[src/rtl/dbg_uart_pkg.sv]
// Shared types and constants for the debug UART scheduler: FSM states,
// header tag and source-id width.
package dbg_uart_pkg;

  localparam int ID_W = 2;
  localparam logic [3:0] HDR_TAG = 4'hA;

  typedef enum logic [2:0] {
    IDLE,
    HDR,
    H_ACK,
    H_DONE,
    PAY,
    P_ACK,
    P_DONE
  } state_t;

  // Header byte: tag in the high nibble, source id in the low bits.
  function automatic logic [7:0] hdr_byte(input logic [ID_W-1:0] id);
    return {HDR_TAG, {(4 - ID_W){1'b0}}, id};
  endfunction

endpackage

[src/rtl/dbg_fifo.sv]
// Per-source byte FIFO. A push into a full FIFO is accepted when a pop
// frees a slot in the same cycle.
module dbg_fifo #(
  parameter int DEPTH = 4
) (
  input  logic       clk,
  input  logic       reset,
  input  logic       push,
  input  logic       pop,
  input  logic [7:0] wdata,
  output logic [7:0] rdata,
  output logic       full,
  output logic       empty
);

  localparam int AW = $clog2(DEPTH);

  logic [7:0]  mem [DEPTH];
  logic [AW:0] wr_ptr;
  logic [AW:0] rd_ptr;
  logic        do_push;
  logic        do_pop;

  // Pointers carry one extra wrap bit so full and empty are distinguishable.
  assign empty   = (wr_ptr == rd_ptr);
  assign full    = (wr_ptr[AW-1:0] == rd_ptr[AW-1:0]) && (wr_ptr[AW] != rd_ptr[AW]);
  assign do_pop  = pop && !empty;
  assign do_push = push && (!full || do_pop);
  assign rdata   = mem[rd_ptr[AW-1:0]];

  // NOTE: state registers use non-blocking (<=) so every flop samples pre-edge values.
  always_ff @(posedge clk or posedge reset) begin
    if (reset) begin
      wr_ptr <= '0;
      rd_ptr <= '0;
    end else begin
      if (do_push) wr_ptr <= wr_ptr + 1'b1;
      if (do_pop)  rd_ptr <= rd_ptr + 1'b1;
    end
  end

  // NOTE: storage is not reset; the pointers alone define emptiness, so stale data is never read.
  always_ff @(posedge clk) begin
    if (do_push) mem[wr_ptr[AW-1:0]] <= wdata;
  end

endmodule

[src/rtl/dbg_uart_sched.sv]
// Round-robin scheduler sharing one debug UART between NSRC byte sources;
// each grant sends a header byte (tag | id) followed by the payload byte.
module dbg_uart_sched
  import dbg_uart_pkg::*;
#(
  parameter int NSRC   = 3,
  parameter int DEPTH  = 4,
  parameter int ACK_TO = 16
) (
  input  logic              clk,
  input  logic              reset,
  input  logic              en,
  input  logic [NSRC-1:0]   src_valid,
  input  logic [8*NSRC-1:0] src_data,
  output logic [NSRC-1:0]   src_drop,
  output logic [7:0]        tx_data,
  output logic              tx_start,
  input  logic              tx_busy,
  output logic              tx_err,
  output logic [7:0]        drop_cnt
);

  localparam int CNT_W = $clog2(ACK_TO + 1);

  state_t            state, state_next;
  logic [NSRC-1:0]   full, empty, push, pop, drop;
  logic [7:0]        fifo_rdata [NSRC];
  logic [ID_W-1:0]   last_grant, grant_id, cand;
  logic              grant_valid, grant, timeout;
  logic [7:0]        payload;
  logic [CNT_W-1:0]  ack_cnt;
  logic [8:0]        drop_sum;
  logic [7:0]        drop_cnt_next;

  for (genvar i = 0; i < NSRC; i++) begin : g_fifo
    dbg_fifo #(.DEPTH(DEPTH)) u_fifo (
      .clk   (clk),
      .reset (reset),
      .push  (push[i]),
      .pop   (pop[i]),
      .wdata (src_data[8*i +: 8]),
      .rdata (fifo_rdata[i]),
      .full  (full[i]),
      .empty (empty[i])
    );
  end

  // Writes: a full FIFO still accepts the byte when it is popped this cycle.
  always_comb begin
    push     = src_valid & {NSRC{en}};
    drop     = push & full & ~pop;
    drop_sum = {1'b0, drop_cnt};
    for (int i = 0; i < NSRC; i++) drop_sum = drop_sum + 9'(drop[i]);
    drop_cnt_next = drop_sum[8] ? 8'hFF : drop_sum[7:0];
  end

  // Round-robin search starting just after the last granted source.
  always_comb begin
    grant_valid = 1'b0;
    grant_id    = '0;
    cand        = '0;
    for (int k = 1; k <= NSRC; k++) begin
      cand = ID_W'((int'(last_grant) + k) % NSRC);
      if (!grant_valid && !empty[cand]) begin
        grant_valid = 1'b1;
        grant_id    = cand;
      end
    end
  end

  always_ff @(posedge clk or posedge reset) begin
    if (reset) state <= IDLE;
    else       state <= state_next;
  end

  // NOTE: every output of this block gets a default first, so no path can infer a latch.
  always_comb begin
    state_next = state;
    pop        = '0;
    grant      = 1'b0;
    timeout    = 1'b0;
    case (state)
      IDLE: begin
        if (!tx_busy && grant_valid) begin
          grant          = 1'b1;
          pop[grant_id]  = 1'b1;
          state_next     = HDR;
        end
      end
      HDR:  state_next = H_ACK;
      H_ACK: begin
        if (tx_busy) begin
          state_next = H_DONE;
        end else if (ack_cnt == CNT_W'(ACK_TO - 1)) begin
          timeout    = 1'b1;
          state_next = PAY;
        end
      end
      H_DONE: if (!tx_busy) state_next = PAY;
      PAY:  state_next = P_ACK;
      P_ACK: begin
        if (tx_busy) begin
          state_next = P_DONE;
        end else if (ack_cnt == CNT_W'(ACK_TO - 1)) begin
          timeout    = 1'b1;
          state_next = IDLE;
        end
      end
      P_DONE: if (!tx_busy) state_next = IDLE;
      default: state_next = IDLE;
    endcase
  end

  // ack_cnt counts cycles since tx_start; tx_err is registered, so it lands
  // exactly ACK_TO cycles after the start pulse.
  always_ff @(posedge clk or posedge reset) begin
    if (reset) begin
      last_grant <= ID_W'(NSRC - 1);
      payload    <= '0;
      tx_data    <= '0;
      tx_start   <= 1'b0;
      tx_err     <= 1'b0;
      src_drop   <= '0;
      drop_cnt   <= '0;
      ack_cnt    <= '0;
    end else begin
      tx_start <= (state_next == HDR) || (state_next == PAY);
      tx_err   <= timeout;
      src_drop <= drop;
      drop_cnt <= drop_cnt_next;
      if (grant) begin
        last_grant <= grant_id;
        payload    <= fifo_rdata[grant_id];
        tx_data    <= hdr_byte(grant_id);
      end
      if (state_next == PAY) tx_data <= payload;
      if (state == HDR || state == PAY)          ack_cnt <= CNT_W'(1);
      else if (state == H_ACK || state == P_ACK) ack_cnt <= ack_cnt + 1'b1;
    end
  end

endmodule

[config.mk]
export PLATFORM = sky130hd
export DESIGN_NAME = dbg_uart_sched
export DESIGN_NICKNAME = d
export VERILOG_FILES = /design/src/rtl/dbg_uart_pkg.sv /design/src/rtl/dbg_fifo.sv /design/src/rtl/dbg_uart_sched.sv
export SDC_FILE = /design/constraint.sdc
export NUM_CORES = 1
export LEC_CHECK = 0
export ABC_AREA = 0
export CAP_MARGIN = 20
export CORE_AREA = 3 3 160 162
export DETAILED_ROUTE_END_ITERATION = 10
export DIE_AREA = 0 0 163 165
export DONT_BUFFER_PORTS = 1
export GPL_TIMING_DRIVEN = 0
export HOLD_SLACK_MARGIN = 0.15
export PLACE_DENSITY = 0.41
export SYNTH_ARGS = -nofsm -noshare
export SYNTH_HDL_FRONTEND = slang
export SYNTH_SLANG_ARGS = --single-unit
[constraint.sdc]
create_clock -name clk -period 10.9 [get_ports clk]
set_clock_uncertainty 0.2 [all_clocks]
set_input_delay 1.09 -clock clk [delete_from_list [all_inputs] [get_ports clk]]
set_output_delay 1.09 -clock clk [all_outputs]
set_load 0.02 [all_outputs]
==> impl_metrics.csv, run 1 <==
group,metric,value,unit
logic_synthesis,synth_mux_area_share,10.2,%
clocking,clk_path_buf_depth,2,
detailed_routing,totalWireLength,14.6,mm
clocking,htree_levels,4,
timing,setup_viol,0,
setup_path,reg2regPathDepth,14,
global_routing,grt_pass1_vias,4047,
timing,tns,0,ns
timing,post-route-period-util,39.0,%
logic_synthesis,synth-xor-area-share,3.82,%
logic_synthesis,syn-instance-count,466,
die,die_area,26900,µm²
global_routing,antenna_found_initial,0,
placement,placed_area,7440,µm²
layout,regArea,4310,µm²
detailed_routing,dr.first_iter.drc_count,164,
logic_synthesis,synth-simple-area-share,8.57,%
clocking,clk_pin_slew,0.07,ns
setup_path,endpoint_kind,"flop",
logic_synthesis,ys_warn_count,0,
pwr,pwr-share-seq,37.6,%
global_routing,grt-ovfl-total,0,
global_routing,grt_usage,11.7,%
die,fp.coreArea,24200,µm²
die,die_w,163,µm
setup_path,cp-start-kind,"flop",
global_routing,grt_pass1_wl,23.5,mm
global_routing,grt_max_degree,35,
timing,hold_slack,0.293,ns
logic_synthesis,post_synth_num_cell_types,65,
layout,design_area,8020,µm²
layout,stdcell_count,823,
timing,grt_setup_unrepaired,"no",
detailed_routing,wl_per_cell,17.8,µm
setup_path,crit_path_start,"g_fifo[1].u_fifo.rd_ptr[2]",
timing,hold_violations,0,
setup_path,crit_type,"reg -> reg",
global_routing,met1_usage,14.3,%
die,io_pins,52,
clocking,numCtsBuffers,17,
setup_path,r2r_setup_slack,6.65,ns
clocking,hold_buffers,0,
setup_path,critPathCapture,"drop_cnt[4]",
logic_synthesis,synth_area,7010,µm²
layout,antenna_cells,0,
clocking,post_cts_buffers,0,
clocking,cts_tree,"yes",
layout,fin_nets,540,
logic_synthesis,synth_compound_area_share,8.98,%
detailed_routing,via_per_inst,4.61,
timing,final_max_slew_viol_count,0,
detailed_routing,vias,3797,
logic_synthesis,syn-num-nets,520,
pwr,ir_drop,93.5,µV
timing,period_minus_slack,4.25,ns
logic_synthesis,synth_area_leader_cell,"edfxtp_1",
global_routing,busiest_layer,"met2",
pwr,pwr-share-comb,37.3,%
detailed_routing,drc_errors,0,
logic_synthesis,synth_adder_area_share,4.32,%
timing,tightestPinTransition,1.06,ns
setup_path,required,10.99,ns
pwr,p_per_area,289,nW/µm²
clocking,numClockSinks,153,
timing,slew_headroom,28.2,%
logic_synthesis,ys_seq_elements,153,
logic_synthesis,synth-edff-count,96,
layout,multi_input_area,2520,µm²
layout,nFillCells,2392,
pwr,p_int,1.44,mW
placement,dp_hpwl,10.4,mm
clocking,root_buffer,"clkbuf_16",
timing,max_freq,0.235,GHz
logic_synthesis,ys_seq_area_share,61.5,%
die,die_h,165,µm
placement,placed_cells,791,
placement,buffer_ports.inserted,0,
clocking,insertion_delay,0.42,ns
logic_synthesis,ys.flop_type,"edfxtp_1",
logic_synthesis,yosys-top-cells-area,"edfxtp_1, dfrtp_1, mux4_2",
hold_path,worstHoldStart,"g_fifo[0].u_fifo.rd_ptr[2]",
setup_path,crit_fanout,7,
pwr,sw_frac_of_total,37.7,%
pwr,leakage,2.94,nW
outcome,outcome,"finished, final reports clean",
run,drv_cap,0,
global_routing,met2_usage,19.6,%
pwr,switchingPower,873,µW
detailed_routing,drt_pass1_iterations,4,
hold_path,hp-class,"reg -> reg",
logic_synthesis,postSynth.asyncResetShare,37.3,%
layout,syn2layout_area_growth,14.4,%
clocking,ctsResizeCount,0,
placement,gp_congestion,0.821,
setup_path,critPathArrivalTime,4.34,ns
logic_synthesis,synth_top_family_by_area,"multiplexers",
die,start_util,28.9,%
die,rows,57,
detailed_routing,drtAntennaViolNets,0,
global_routing,grtUsageMet3,3.59,%
layout,drive_gt1_share,21.8,%
setup_path,regToRegStartpoint,"g_fifo[1].u_fifo.rd_ptr[2]",
logic_synthesis,synth_top_area_share,41.1,%
logic_synthesis,synth_area_per_cell,15.0,µm²
setup_path,r2r-end,"drop_cnt[4]",
pwr,pwr-share-clk,25.0,%
-- state kept, by name (all words and copies together) (netlist names), 2 cells and up --
signal and cells:
ack_cnt 5, drop_cnt 8, g_fifo.u_fifo.mem 96, g_fifo.u_fifo.rd_ptr 9
g_fifo.u_fifo.wr_ptr 9, last_grant 2, payload 8, src_drop 3
state 3, tx_data 8
-- layout make-up --
type | instances | share of cell area (%)
plain buffers | 19 | 1.62
repair buffers | 1 | 0.250
flip-flops and latches | 153 | 53.8
clock buffers | 17 | 5.31
inverters | 14 | 0.655
clock inverters | 15 | 1.97
well taps | 324 | 5.06
multi-input cells | 280 | 31.4
-- power groups by stage --
| stage | clock, mW | combinational, mW | sequential (mW) |
|---|---|---|---|
| 2_1_floorplan | 0 | 0.683 | 0.857 |
| 5_1_grt | 0.621 | 0.968 | 0.891 |
| 6_report | 0.580 | 0.865 | 0.872 |
| 3_5_place_dp | 0 | 0.885 | 0.887 |
| 3_3_place_gp | 0 | 0.874 | 0.882 |
| 4_1_cts | 0.597 | 0.887 | 0.877 |
-- worst min-delay path by stage --
stage          cells after the start  slack, ns                    endpoint
6_report                           1       0.29  g_fifo[0].u_fifo.rd_ptr[2]
3_3_place_gp                       1       0.28  g_fifo[0].u_fifo.wr_ptr[2]
4_1_cts                            2       0.29                  tx_data[2]
5_1_grt                            1       0.31  g_fifo[0].u_fifo.rd_ptr[2]
3_5_place_dp                       1       0.28  g_fifo[1].u_fifo.rd_ptr[2]
2_1_floorplan                      2       0.25                  tx_data[2]
-- per-layer routing --
metal	up-vias	routed length [µm]
met5	-	0
met4	0	201
met3	14	662
met2	58	7410
met1	1925	6350
li1	1800	-
-- stage by stage --
| stage | setup slack, ns | total power, mW | utilization [%] |
|---|---|---|---|
| 2_1_floorplan | 6.82 | 1.54 | - |
| 3_3_place_gp | 6.34 | 1.76 | 30.6 |
| 6_report | 6.65 | 2.32 | 33.1 |
| 4_1_cts | 6.64 | 2.36 | 33.1 |
| 5_1_grt | 6.43 | 2.48 | 33.1 |
| 3_5_place_dp | 6.30 | 1.77 | 30.7 |
-- cells by family (layout without fill, tap and decap cells) --
| family | count (synthesis) | after routing |
|---|---|---|
| AO/OA/AOI/OAI | 80 | 80 |
| XOR/XNOR | 28 | 28 |
| adder cells (fa/ha/maj) | 23 | 23 |
| buffers and inverters | 33 | 66 |
| flip-flops | 153 | 153 |
| multiplexers | 38 | 38 |
| AND/OR/NAND/NOR | 111 | 111 |
-- critical path, cell delays in order (launching register included) --
cell,delay (ns)
dfrtp_1,0.40
xnor2_1,0.44
nand3_2,0.24
a2111oi_4,0.39
o21ai_4,0.19
nand4_4,0.15
nand2_1,0.06
nor2_1,0.34
fa_1,0.50
ha_1,0.22
fa_1,0.42
nand2_1,0.12
nor2_1,0.08
nand4_1,0.21
o21ai_0,0.14
-- Yosys cell counts, types with 10 or more instances --
cell / count
edfxtp_1: 96
dfrtp_1: 56
nand2_1: 42
nor2_1: 23
mux4_2: 22
ha_1: 21
a21oi_1: 16
xnor2_1: 16
inv_1: 14
and2_1: 11
o21ai_0: 11
a31oi_1: 10
mux2_2: 10
-- cells in the final DEF (no fill, tap or decap), drive strengths merged, types with 10 or more instances in the layout --
| master | netlist | layout |
|---|---|---|
| mux2 | 14 | 14 |
| mux4 | 24 | 24 |
| nor2 | 25 | 25 |
| edfxtp | 96 | 96 |
| a31oi | 10 | 10 |
| dfrtp | 56 | 56 |
| clkbuf | 6 | 23 |
| o21ai | 18 | 18 |
| nand2 | 43 | 43 |
| inv | 14 | 22 |
| and2 | 11 | 11 |
| ha | 21 | 21 |
| a21oi | 21 | 21 |
| buf | 13 | 14 |
| xnor2 | 19 | 19 |
No activity file was read; power rests on OpenSTA's default activity.
==> inputs of run 2 (changes only) <==
--- a/config.mk
+++ b/config.mk
@@ -13,7 +13,7 @@
 export DONT_BUFFER_PORTS = 1
 export GPL_TIMING_DRIVEN = 0
 export HOLD_SLACK_MARGIN = 0.15
-export PLACE_DENSITY = 0.41
+export PLACE_DENSITY = 0.43
 export SYNTH_ARGS = -nofsm -noshare
 export SYNTH_HDL_FRONTEND = slang
 export SYNTH_SLANG_ARGS = --single-unit
==> constraint.sdc (replaced) <==
create_clock -name clk -period 3.7 [get_ports clk]
set_clock_uncertainty 0.2 [all_clocks]
set_input_delay 0.37 -clock clk [delete_from_list [all_inputs] [get_ports clk]]
set_output_delay 0.37 -clock clk [all_outputs]
set_load 0.02 [all_outputs]
==> run 2 against run 1 <==
Sequential power rose to 3.0 times the previous value. Largest cell class unchanged. Combinational power rose to 3.5 times the previous value. Via count rose by 7.1%. Maximum frequency rose by 16%. Non-clock buffer count rose by 61. Highest routed layer unchanged. First-iteration DRC count rose by 16%. Routed wire length rose by 1.8%. Final cell count rose by 7.4%. Critical endpoint is now drop_cnt[1]. Count of clock-buffer cells in the layout rose by 6. Final area rose by 9.4%.
==> impl_metrics.csv, run 2 (synthesized netlist as in run 1, its figures left out) <==
group,metric,value,unit
timing,tightestPinTransition,1.08,ns
detailed_routing,wl_per_cell,16.8,µm
layout,regArea,4310,µm²
pwr,p_int,4.75,mW
timing,max_freq,0.274,GHz
timing,setup_viol,0,
die,start_util,28.9,%
global_routing,grt_pass1_vias,4186,
placement,gp_congestion,0.816,
detailed_routing,drtAntennaViolNets,0,
detailed_routing,dr_wl_met2,7.35,mm
pwr,p_per_area,848,nW/µm²
detailed_routing,via_per_inst,4.60,
placement,dp_hpwl,10.2,mm
global_routing,grt_pass1_wl,23.4,mm
layout,layout_commonest_cell,"edfxtp_1",
die,rows,57,
pwr,leakage,3.26,nW
placement,placed_cells,791,
setup_path,cp_slowest_cell,"dfstp_2",
clocking,numClockSinks,153,
global_routing,grt_usage,11.5,%
setup_path,worstPathCellList,"inv_2, ha_4, buf_6, buf_6, a2111oi_4, o21ai_4, a41oi_4, nor2b_4, fa_1, ha_2, fa_2, nand2_2, nor2_4, nand4_1, buf_4, nand2b_1",
die,die_h,165,µm
timing,finalWorstSetupSlack,0.0458,ns
layout,fin_nets,601,
detailed_routing,drt-met1-wl,6.52,mm
timing,final_max_slew_viol_count,0,
global_routing,grt-ovfl-total,0,
detailed_routing,drc_errors,0,
placement,buffer_ports.inserted,0,
die,die_area,26900,µm²
die,fp.coreArea,24200,µm²
timing,hold_violations,0,
hold_path,hp-class,"in -> reg",
detailed_routing,totalWireLength,14.9,mm
clocking,root_buffer,"clkbuf_16",
pwr,switchingPower,2.69,mW
clocking,insertion_delay,0.43,ns
clocking,clk_path_buf_depth,2,
layout,syn2layout_area_growth,25.1,%
global_routing,antenna_found_initial,0,
global_routing,grt_max_degree,32,
clocking,cts_tree,"yes",
clocking,numCtsBuffers,17,
run,drv_cap,0,
detailed_routing,routed.top_layer,"met4",
pwr,sw_frac_of_total,36.2,%
layout,drive_gt1_share,28.6,%
die,die_w,163,µm
pwr,pwr-share-comb,41.0,%
pwr,pwr-share-clk,24.0,%
layout,multi_input_area,2680,µm²
detailed_routing,drt_pass1_iterations,4,
clocking,htree_levels,4,
setup_path,slowest_delay,0.54,ns
setup_path,crit_fanout,6,
layout,nFillCells,2367,
setup_path,cpMostUsedCell,"buf_6",
detailed_routing,vias,4065,
layout,antenna_cells,0,
timing,post-route-period-util,98.8,%
detailed_routing,dr.first_iter.drc_count,191,
detailed_routing,wl_met3,560,µm
layout,stdcell_count,884,
setup_path,critPathArrivalTime,3.77,ns
layout,most-common-layout-cells,"edfxtp_1, dfrtp_1, nand2_1",
die,io_pins,52,
pwr,ir_drop,310,µV
pwr,pwr-share-seq,34.9,%
timing,grt_setup_unrepaired,"yes",
clocking,clk_pin_slew,0.07,ns
layout,largest_reg_flops,96,
timing,period_minus_slack,3.65,ns
setup_path,crit_type,"reg -> reg",
placement,place_ws,-0.555,ns
setup_path,cp-start-kind,"flop",
timing,slew_headroom,27.3,%
setup_path,endpoint_kind,"flop",
setup_path,required,3.81,ns
outcome,outcome,"finished, final reports clean",
[run 2: worst paths after layout]
check	to	from	cells after the start	slack, ns
max	drop_cnt[1]	last_grant[1]	16	0.05
min	state[0]	tx_busy	3	0.19
max reg2reg	drop_cnt[1]	last_grant[1]	16	0.05
min reg2reg	g_fifo[0].u_fifo.wr_ptr[2]	g_fifo[0].u_fifo.wr_ptr[2]	1	0.29
max in group asynchronous	last_grant[1]	reset	3	2.34
min in group asynchronous	src_drop[2]	reset	2	0.29
[run 2: final cells by class]
class | count | share of cell area, %
clock inverter | 9 | 1.08
clock buffer | 23 | 5.95
buffer | 19 | 1.70
tap | 324 | 4.62
sequential | 153 | 49.1
timing repair buffer | 62 | 6.39
multi-input combinational | 280 | 30.5
inverter | 14 | 0.599
[run 2: metrics by stage]
step	cell area, µm²	power, mW	hold WS, ns	util (%)	setup TNS [ns]
detailed placement	7440	5.20	0.189	30.7	-3.76
finish	8770	7.44	0.189	36.2	0
global placement	7420	5.16	0.269	30.6	-3.49
CTS	8530	7.28	0.173	35.2	0
floorplan	7010	4.54	0.251	-	0
global route	8770	7.93	0.208	36.2	-0.577
[run 2: timing repair]
action	in CTS	in global routing
resized for setup	17	24
hold buffers	30	0
buffers inserted	11	20
endpoints found under the hold margin	146	0
setup endpoints to repair	8	8
pin swaps	11	16
[run 2: critical path, delay by kind of cell (launching register included)]
kind,cells,cell delay [ns]
AND/OR/NAND/NOR,5,0.53
AO/OA/AOI/OAI,3,0.67
buffers and inverters,4,0.44
adder cells (fa/ha/maj),4,1.14
flip-flops,1,0.54
[run 2: power by group through the flow]
stage | clock network, mW | registers (mW) | logic (mW)
detailed placement | 0 | 2.61 | 2.59
finish | 1.79 | 2.60 | 3.05
global route | 1.91 | 2.65 | 3.37
floorplan | 0 | 2.53 | 2.01
global placement | 0 | 2.60 | 2.56
CTS | 1.83 | 2.59 | 2.85
[run 2: routing by layer]
| metal | up-vias | track usage (%) |
|---|---|---|
| li1 | 1922 | - |
| met1 | 2054 | 14.4 |
| met2 | 63 | 18.5 |
| met3 | 26 | 3.39 |
| met4 | 0 | 5.46 |
| met5 | - | 0 |
==> inputs of run 3 (changes only) <==
--- a/config.mk
+++ b/config.mk
@@ -5,7 +5,6 @@
 export SDC_FILE = /design/constraint.sdc
 export NUM_CORES = 1
 export LEC_CHECK = 0
-export ABC_AREA = 0
 export CAP_MARGIN = 20
 export CORE_AREA = 3 3 160 162
 export DETAILED_ROUTE_END_ITERATION = 10
==> results of run 3 <==
The final DEF is identical to that of run 2; final timing and power are the same.
